## src/rtl/sha_pad_pkg.sv

```systemverilog
// Shared types and helpers for the SHA stream padder: FSM states, block geometry
// and the byte-valid mask used when a short final beat is written.
package sha_pad_pkg;

    typedef enum logic [2:0] {
        IDLE = 3'd0,
        FILL = 3'd1,
        PAD  = 3'd2,
        XTRA = 3'd3,
        EMIT = 3'd4,
        DONE = 3'd5
    } state_t;

    localparam logic [7:0] BB_256 = 8'd64;
    localparam logic [7:0] BB_512 = 8'd128;
    localparam logic [7:0] LB_256 = 8'd8;
    localparam logic [7:0] LB_512 = 8'd16;

    // Bit j is set when byte j (counting from the first, most significant byte) is valid.
    function automatic logic [15:0] byte_mask(input logic [7:0] nbytes);
        logic [15:0] m;
        for (int j = 0; j < 16; j++) begin
            m[j] = (8'(j) < nbytes);
        end
        return m;
    endfunction

endpackage

```

## src/rtl/sha_pad_blkbuf.sv

```systemverilog
// 1024-bit block register, byte 0 in bits [1023:1016]. One cycle can clear it and
// then apply a masked beat write, a 0x80 marker and the length field together.
module sha_pad_blkbuf
    import sha_pad_pkg::*;
#(
    parameter int IN_W = 64,
    parameter int PW   = 4,
    parameter int BW   = 4
) (
    input  logic             clk,
    input  logic             rst_n,
    input  logic             clr,
    input  logic             beat_we,
    input  logic [PW-1:0]    beat_slot,
    input  logic [IN_W-1:0]  beat_data,
    input  logic [BW-1:0]    beat_bytes,
    input  logic             pad_we,
    input  logic [7:0]       pad_off,
    input  logic             len_we,
    input  logic             len_mode,
    input  logic [127:0]     len_val,
    output logic [1023:0]    blk
);
    logic [1023:0]   blk_r;
    logic [1023:0]   blk_n_s;
    logic [15:0]     mask_s;
    logic [IN_W-1:0] masked_s;

    // Next-state of the buffer: clear first, then the writes in fixed order.
    always_comb begin
        mask_s = byte_mask(8'(beat_bytes));
        for (int j = 0; j < IN_W / 8; j++) begin
            masked_s[IN_W-1-8*j -: 8] = mask_s[j] ? beat_data[IN_W-1-8*j -: 8] : 8'h00;
        end
        blk_n_s = clr ? 1024'h0 : blk_r;
        if (beat_we) begin
            blk_n_s[1023 - int'(beat_slot) * IN_W -: IN_W] = masked_s;
        end else begin
            blk_n_s = blk_n_s;
        end
        if (pad_we) begin
            blk_n_s[1023 - int'(pad_off) * 8 -: 8] = 8'h80;
        end else begin
            blk_n_s = blk_n_s;
        end
        // Length sits in the last LB bytes of a 64- or 128-byte block.
        if (len_we && len_mode) begin
            blk_n_s[127:0] = len_val;
        end else if (len_we) begin
            blk_n_s[575:512] = len_val[63:0];
        end else begin
            blk_n_s = blk_n_s;
        end
    end

    // Block storage register.
    always_ff @(posedge clk or negedge rst_n) begin
        if (!rst_n) begin
            blk_r <= 1024'h0;
        end else begin
            blk_r <= blk_n_s;
        end
    end

    assign blk = blk_r;

endmodule

```

## src/rtl/sha_stream_padder.sv

```systemverilog
// Streaming FIPS 180-4 padder: packs message beats into 512/1024-bit blocks,
// appends 0x80 and the bit length, and hands blocks out over valid/ready.
module sha_stream_padder
    import sha_pad_pkg::*;
#(
    parameter int IN_W  = 64,
    parameter int LEN_W = 128
) (
    input  logic                     clk,
    input  logic                     rst_n,
    input  logic                     start,
    input  logic                     mode,
    input  logic                     in_valid,
    output logic                     in_ready,
    input  logic [IN_W-1:0]          in_data,
    input  logic                     in_last,
    input  logic [$clog2(IN_W/8):0]  in_bytes,
    output logic                     blk_valid,
    input  logic                     blk_ready,
    output logic [1023:0]            blk_data,
    output logic                     blk_first,
    output logic                     blk_last,
    output logic                     busy,
    output logic                     err
);
    localparam int NB = IN_W / 8;
    localparam int BW = $clog2(NB) + 1;
    localparam int PW = $clog2(1024 / IN_W);
    localparam int SW = LEN_W + 1;

    state_t           state_r;
    state_t           ret_r;
    logic             mode_r;
    logic             pad_done_r;
    logic             first_r;
    logic             last_r;
    logic             in_ready_r;
    logic             blk_valid_r;
    logic             busy_r;
    logic             err_r;
    logic [PW-1:0]    ptr_r;
    logic [7:0]       off_r;
    logic [LEN_W-1:0] bit_cnt_r;

    logic             beat_acc_s;
    logic [BW-1:0]    nbytes_s;
    logic [7:0]       off_s;
    logic [SW-1:0]    sum_s;
    logic [7:0]       bb_s;
    logic [7:0]       lb_s;
    logic [PW-1:0]    ptr_max_s;
    logic             pad_now_s;
    logic             fits_s;
    logic [127:0]     len_s;
    logic             clr_s;
    logic             beat_we_s;
    logic             pad_we_s;
    logic             len_we_s;
    logic [7:0]       pad_off_s;
    logic [1023:0]    buf_s;

    assign beat_acc_s = in_ready_r && in_valid;
    assign nbytes_s   = in_last ? in_bytes : BW'(NB);
    assign off_s      = 8'(ptr_r) * 8'(NB) + 8'(nbytes_s);
    assign sum_s      = {1'b0, bit_cnt_r} + SW'({nbytes_s, 3'b000});
    assign bb_s       = mode_r ? BB_512 : BB_256;
    assign lb_s       = mode_r ? LB_512 : LB_256;
    assign ptr_max_s  = mode_r ? PW'(1024 / IN_W - 1) : PW'(512 / IN_W - 1);
    assign pad_now_s  = (off_r < bb_s);
    // The marker must leave room for the length field, or an extra block follows.
    assign fits_s     = (9'(off_r) + 9'd1) <= 9'(bb_s - lb_s);
    assign len_s      = 128'(bit_cnt_r);

    // Buffer write controls decoded from the current state.
    always_comb begin
        clr_s     = 1'b0;
        beat_we_s = 1'b0;
        pad_we_s  = 1'b0;
        len_we_s  = 1'b0;
        pad_off_s = 8'd0;
        case (state_r)
            IDLE: clr_s = start;
            FILL: beat_we_s = beat_acc_s;
            PAD: begin
                pad_we_s  = pad_now_s;
                pad_off_s = off_r;
                len_we_s  = (pad_done_r || pad_now_s) && fits_s;
            end
            XTRA: begin
                clr_s    = 1'b1;
                pad_we_s = !pad_done_r;
                len_we_s = 1'b1;
            end
            EMIT: clr_s = blk_ready;
            default: clr_s = 1'b0;
        endcase
    end

    // Control FSM with registered handshake and status outputs.
    always_ff @(posedge clk or negedge rst_n) begin
        if (!rst_n) begin
            state_r     <= IDLE;
            ret_r       <= IDLE;
            mode_r      <= 1'b0;
            pad_done_r  <= 1'b0;
            first_r     <= 1'b0;
            last_r      <= 1'b0;
            in_ready_r  <= 1'b0;
            blk_valid_r <= 1'b0;
            busy_r      <= 1'b0;
            err_r       <= 1'b0;
            ptr_r       <= '0;
            off_r       <= 8'd0;
            bit_cnt_r   <= '0;
        end else begin
            case (state_r)
                IDLE: begin
                    if (start) begin
                        state_r    <= FILL;
                        mode_r     <= mode;
                        bit_cnt_r  <= '0;
                        ptr_r      <= '0;
                        first_r    <= 1'b1;
                        last_r     <= 1'b0;
                        pad_done_r <= 1'b0;
                        err_r      <= 1'b0;
                        in_ready_r <= 1'b1;
                        busy_r     <= 1'b1;
                    end
                end
                FILL: begin
                    if (beat_acc_s) begin
                        bit_cnt_r <= sum_s[LEN_W-1:0];
                        err_r     <= err_r | sum_s[LEN_W];
                        if (in_last) begin
                            off_r      <= off_s;
                            state_r    <= PAD;
                            in_ready_r <= 1'b0;
                        end else if (ptr_r == ptr_max_s) begin
                            ptr_r       <= '0;
                            ret_r       <= FILL;
                            state_r     <= EMIT;
                            in_ready_r  <= 1'b0;
                            blk_valid_r <= 1'b1;
                        end else begin
                            ptr_r <= ptr_r + PW'(1);
                        end
                    end
                end
                PAD: begin
                    pad_done_r  <= pad_done_r | pad_now_s;
                    state_r     <= EMIT;
                    blk_valid_r <= 1'b1;
                    last_r      <= len_we_s;
                    ret_r       <= len_we_s ? DONE : XTRA;
                end
                XTRA: begin
                    pad_done_r  <= 1'b1;
                    last_r      <= 1'b1;
                    ret_r       <= DONE;
                    state_r     <= EMIT;
                    blk_valid_r <= 1'b1;
                end
                EMIT: begin
                    if (blk_ready) begin
                        blk_valid_r <= 1'b0;
                        first_r     <= 1'b0;
                        case (ret_r)
                            FILL: begin
                                state_r    <= FILL;
                                in_ready_r <= 1'b1;
                            end
                            XTRA: state_r <= XTRA;
                            default: begin
                                state_r <= IDLE;
                                busy_r  <= 1'b0;
                                last_r  <= 1'b0;
                            end
                        endcase
                    end
                end
                default: state_r <= IDLE;
            endcase
        end
    end

    sha_pad_blkbuf #(
        .IN_W (IN_W),
        .PW   (PW),
        .BW   (BW)
    ) u_blkbuf (
        .clk        (clk),
        .rst_n      (rst_n),
        .clr        (clr_s),
        .beat_we    (beat_we_s),
        .beat_slot  (ptr_r),
        .beat_data  (in_data),
        .beat_bytes (nbytes_s),
        .pad_we     (pad_we_s),
        .pad_off    (pad_off_s),
        .len_we     (len_we_s),
        .len_mode   (mode_r),
        .len_val    (len_s),
        .blk        (buf_s)
    );

    assign in_ready  = in_ready_r;
    assign blk_valid = blk_valid_r;
    assign blk_first = first_r;
    assign blk_last  = last_r;
    assign busy      = busy_r;
    assign err       = err_r;
    assign blk_data  = mode_r ? buf_s : {512'h0, buf_s[1023:512]};

endmodule

```

## config.mk

```make
export PLATFORM = sky130hd
export DESIGN_NAME = sha_stream_padder
export DESIGN_NICKNAME = d
export VERILOG_FILES = /design/src/rtl/sha_pad_pkg.sv /design/src/rtl/sha_pad_blkbuf.sv /design/src/rtl/sha_stream_padder.sv
export SDC_FILE = /design/constraint.sdc
export NUM_CORES = 2
export LEC_CHECK = 0
export CORE_MARGIN = 2
export CORE_UTILIZATION = 35
export CTS_CLUSTER_SIZE = 12
export DETAILED_ROUTE_END_ITERATION = 8
export PLACE_DENSITY = 0.67
export SETUP_SLACK_MARGIN = 0.5
export SYNTH_ARGS = -nofsm -noshare
export SYNTH_HDL_FRONTEND = slang
export SYNTH_SLANG_ARGS = --single-unit
```

## constraint.sdc

```tcl
create_clock -name clk -period 3.2 [get_ports clk]
set_input_delay 0.32 -clock clk [delete_from_list [all_inputs] [get_ports clk]]
set_output_delay 0.32 -clock clk [all_outputs]
set_load 0.01 [all_outputs]
```

==> metrics.md <==
| Metric | Value |
|---|---|
| Clk slew on worst S/H paths | `60 ps` |
| CTS Buf Count | `140` |
| Sw power | `20.9 mW` |
| Final WS setup | `between 15 and 20 ps` |
| Site row count | `156` |
| Total number of vias | `67,800` |
| Avg WL per Cell | `around 35 um` |
| Clk sinks | `1,175` |
| Hold WS | `108 ps` |
| RR Startpoint | `state_r[1]$_DFFE_PN0P_` |
| Max Fclk | `314 MHz` |
| Min-delay src | `mode` |
| Die area | `184,000 sq um` |
| Synth Flop Type | `dfrtp_1` |
| H-tree Lvls | `4` |
| CTS root buf | `clkbuf_16` |
| Number of synthesized flops with an enable pin | `0` |
| Worst skew pair latency | `800 ps` |
| DIE HEIGHT | `429 um` |
| Gate power share | `38.1%` |
| Least-Margin Pin Slew | `between 1500 and 2000 ps` |
| Antenna violations before repair | `59` |
| Pin count of the biggest net entering global routing | `between 100 and 150` |
| Worst min path class | `primary input to flop` |
| RSZ-0062 raised after global routing | `true` |
| First-pass GRT wire length | `505 mm` |
| Final Skew | `~36 ps` |
| Fraction of registers with async set/reset | `100%` |
| Share of cells above drive strength 1 | `21.7%` |
| Slew HR | `-2.48%` |
| Top Ports | `between 1,000 and 1,500` |
| Most frequent cells in the layout | `1,173 x dfrtp_1, 930 x nand3_1, 831 x clkdlybuf4s50_1` |
| Place WS | `-360 ps` |
| Failing checks | `max-capacitance violations, max-slew violations` |
| CTS Buffer Depth | `3` |
| Period Utilization, post-route | `99.5%` |
| Fill cells | `between 15,000 and 20,000` |
| Syn_nets | `7,040` |
| Sw Ratio | `38.7%` |
| Critical path class | `flop to output port` |
| Peak supply drop | `just under 500 uV` |
| Clock share of power | `31.4%` |
| Min Tclk post-route | `3180 ps` |
| DRC viols | `0` |
| WL final | `373 mm` |
| Final slew viol count | `10` |
| Layout area overhead | `38.6%` |
| Synth Register Bits | `around 1,200` |
| YS warnings | `0` |
| Crit path DAT | `2860 ps` |
| CP startpoint | `mode_r$_DFFE_PN0P_` |
| Vias in the first global route | `between 60,000 and 70,000` |
| Final setup fails | `0` |
| Post-Syn Area | `63,300 sq um` |
| Final Hold Fails | `0` |
| Total power | `54.0 mW` |
| First-pass DRT Iterations | `6` |
| Part of the power in registers | `30.4%` |
| Worst endpoint required time | `around 2900 ps` |
| Initial DRC count | `9,681` |
| Total grt overflow | `0` |
| Die Width | `around 430 um` |
| CORE AREA | `180,000 sq um` |
| Post-Syn Area per Cell | `9.12 sq um` |
| HPWL after DPL | `approximately 260 mm` |
| Final core occ | `48.7%` |
| Routed vias/inst | `6.31` |
| Critical path endpoint category | `output port` |
| P_leak | `38.5 nW` |
| DRT antenna net count | `0` |
| Max-Cap Viols | `1` |
| CTS tree | `built` |
| Commonest non-fill, non-tap cell in the layout | `dfrtp_1` |
| Sequential element share of the synthesized area | `46.4%` |
| Initial core utilization | `35.1%` |
| Post-route cell area | `87,800 sq um` |
| Cells after Synth | `6,949` |
| Post-synthesis cell type count | `80` |
| Critical-path maximum fanout | `15` |
| Gpl congestion | `roughly 1` |
| Total track usage | `38.3%` |
| Internal | `33.1 mW` |
| Crit start category | `flop` |
| Placed Area | `80,300 sq um` |
| Power per Cell Area | `615 nW/um^2` |
| Status | `complete, but fails checks` |
| Nets@finish | `8,305` |
| PortBufs | `1,104` |
==> Yosys cell counts, types with 12 or more instances <==
library cell	count	share of area, %
nand3_1	936	7.4
o221ai_1	38	0.53
and3_1	73	0.72
nor3_1	126	1.0
buf_2	29	0.23
a311o_1	28	0.44
a31oi_1	163	1.6
xor2_1	24	0.33
inv_1	34	0.20
buf_1	46	0.27
nand4_1	60	0.59
mux2_2	515	9.2
nand2_1	527	3.1
and2_1	533	5.3
ha_1	15	0.30
nand2b_1	12	0.12
xnor2_1	62	0.86
o31ai_1	174	2.1
or3_1	38	0.38
nor4_1	56	0.55
a21oi_1	581	4.6
a32oi_1	287	4.0
o21ai_0	63	0.50
dfrtp_1	1175	46
nor2_1	605	3.6
clkbuf_1	583	3.5
==> registers in the layout, indices dropped and copies added (netlist names) <==
name	cells
ptr_r	4
pad_done_r	1
off_r	8
mode_r	1
in_ready	1
blk_last	1
ret_r	3
busy	1
state_r	3
err	1
blk_first	1
bit_cnt_r	125
blk_valid	1
u_blkbuf.blk	1024
==> metal layers <==
layer | track usage [%] | vias up | part of all wire (%)
met5 | 0 | - | 0.080
met4 | 30.7 | 42 | 9.3
met3 | 13.0 | 1296 | 12
met2 | 56.1 | 5157 | 43
met1 | 45.7 | 33500 | 36
li1 | - | 27800 | -
==> final cells by class <==
class,instances,area [sq um],share of cell area [%]
diodes,42,105,0.120
clock buffers,203,4190,4.77
clock inverters,50,642,0.731
inverters,35,131,0.150
multi-input cells,5074,32100,36.5
flip-flops and latches,1175,29400,33.5
well taps,2370,2970,3.38
repair buffers,1788,18300,20.8
==> metrics by stage <==
stage | cells | TNS (ps)
after floorplan | 6949 | 0
after CTS | 10700 | 0
after global routing | 10700 | 0
after global placement | 10300 | -10410
final | 10700 | 0
after detailed placement | 10300 | -15660
==> worst paths after layout <==
| check | end | slack [ps] | depth (start not counted) |
|---|---|---|---|
| max | blk_data[17] | 20 | 4 |
| min in group asynchronous | u_blkbuf.blk[603]$_DFF_PN0_ | 190 | 2 |
| max in group asynchronous | mode_r$_DFFE_PN0P_ | 1780 | 4 |
| min reg2reg | ret_r[0]$_DFFE_PN0P_ | 470 | 1 |
| max reg2reg | u_blkbuf.blk[888]$_DFF_PN0_ | 120 | 8 |
| min | mode_r$_DFFE_PN0P_ | 110 | 3 |
==> logic make-up (layout without fill, tap and decap cells) <==
group	after synthesis	after routing	share of synthesized area (%)
muxes	518	518	9.20
AOI/OAI and AO/OA	1394	1395	14.5
and+or+nand+nor	3059	3059	24.1
DFF	1175	1175	46.4
xor gates and xnor gates	86	86	1.19
buffers and inverters	701	2076	4.27
other	0	42	0
adders and majority gates	16	16	0.328
==> power by group through the flow <==
stage	Sequential, mW	Combinational (mW)	Clock [mW]
2_1_floorplan	16.3	8.56	0
3_3_place_gp	16.6	15.3	0
3_5_place_dp	16.6	15.5	0
4_1_cts	16.4	18.8	17.0
5_1_grt	16.5	21.0	17.6
6_report	16.4	20.6	17.0
==> timing repair <==
action,CTS,global route
setup endpoints to repair,1596,2015
pin swaps,1,2
hold endpoints to repair,44,0
gates resized for setup,752,282
buffers inserted,44,16
hold buffers,1,0
gates cloned,34,20
==> critical path, stage by stage, from the launching register on <==
cell and delay (ps):
dfrtp_4 520, buf_4 170, bufbuf_16 300, mux2_2 240
clkdlybuf4s50_1 840
Note: power is estimated with default switching activity, not from simulation.
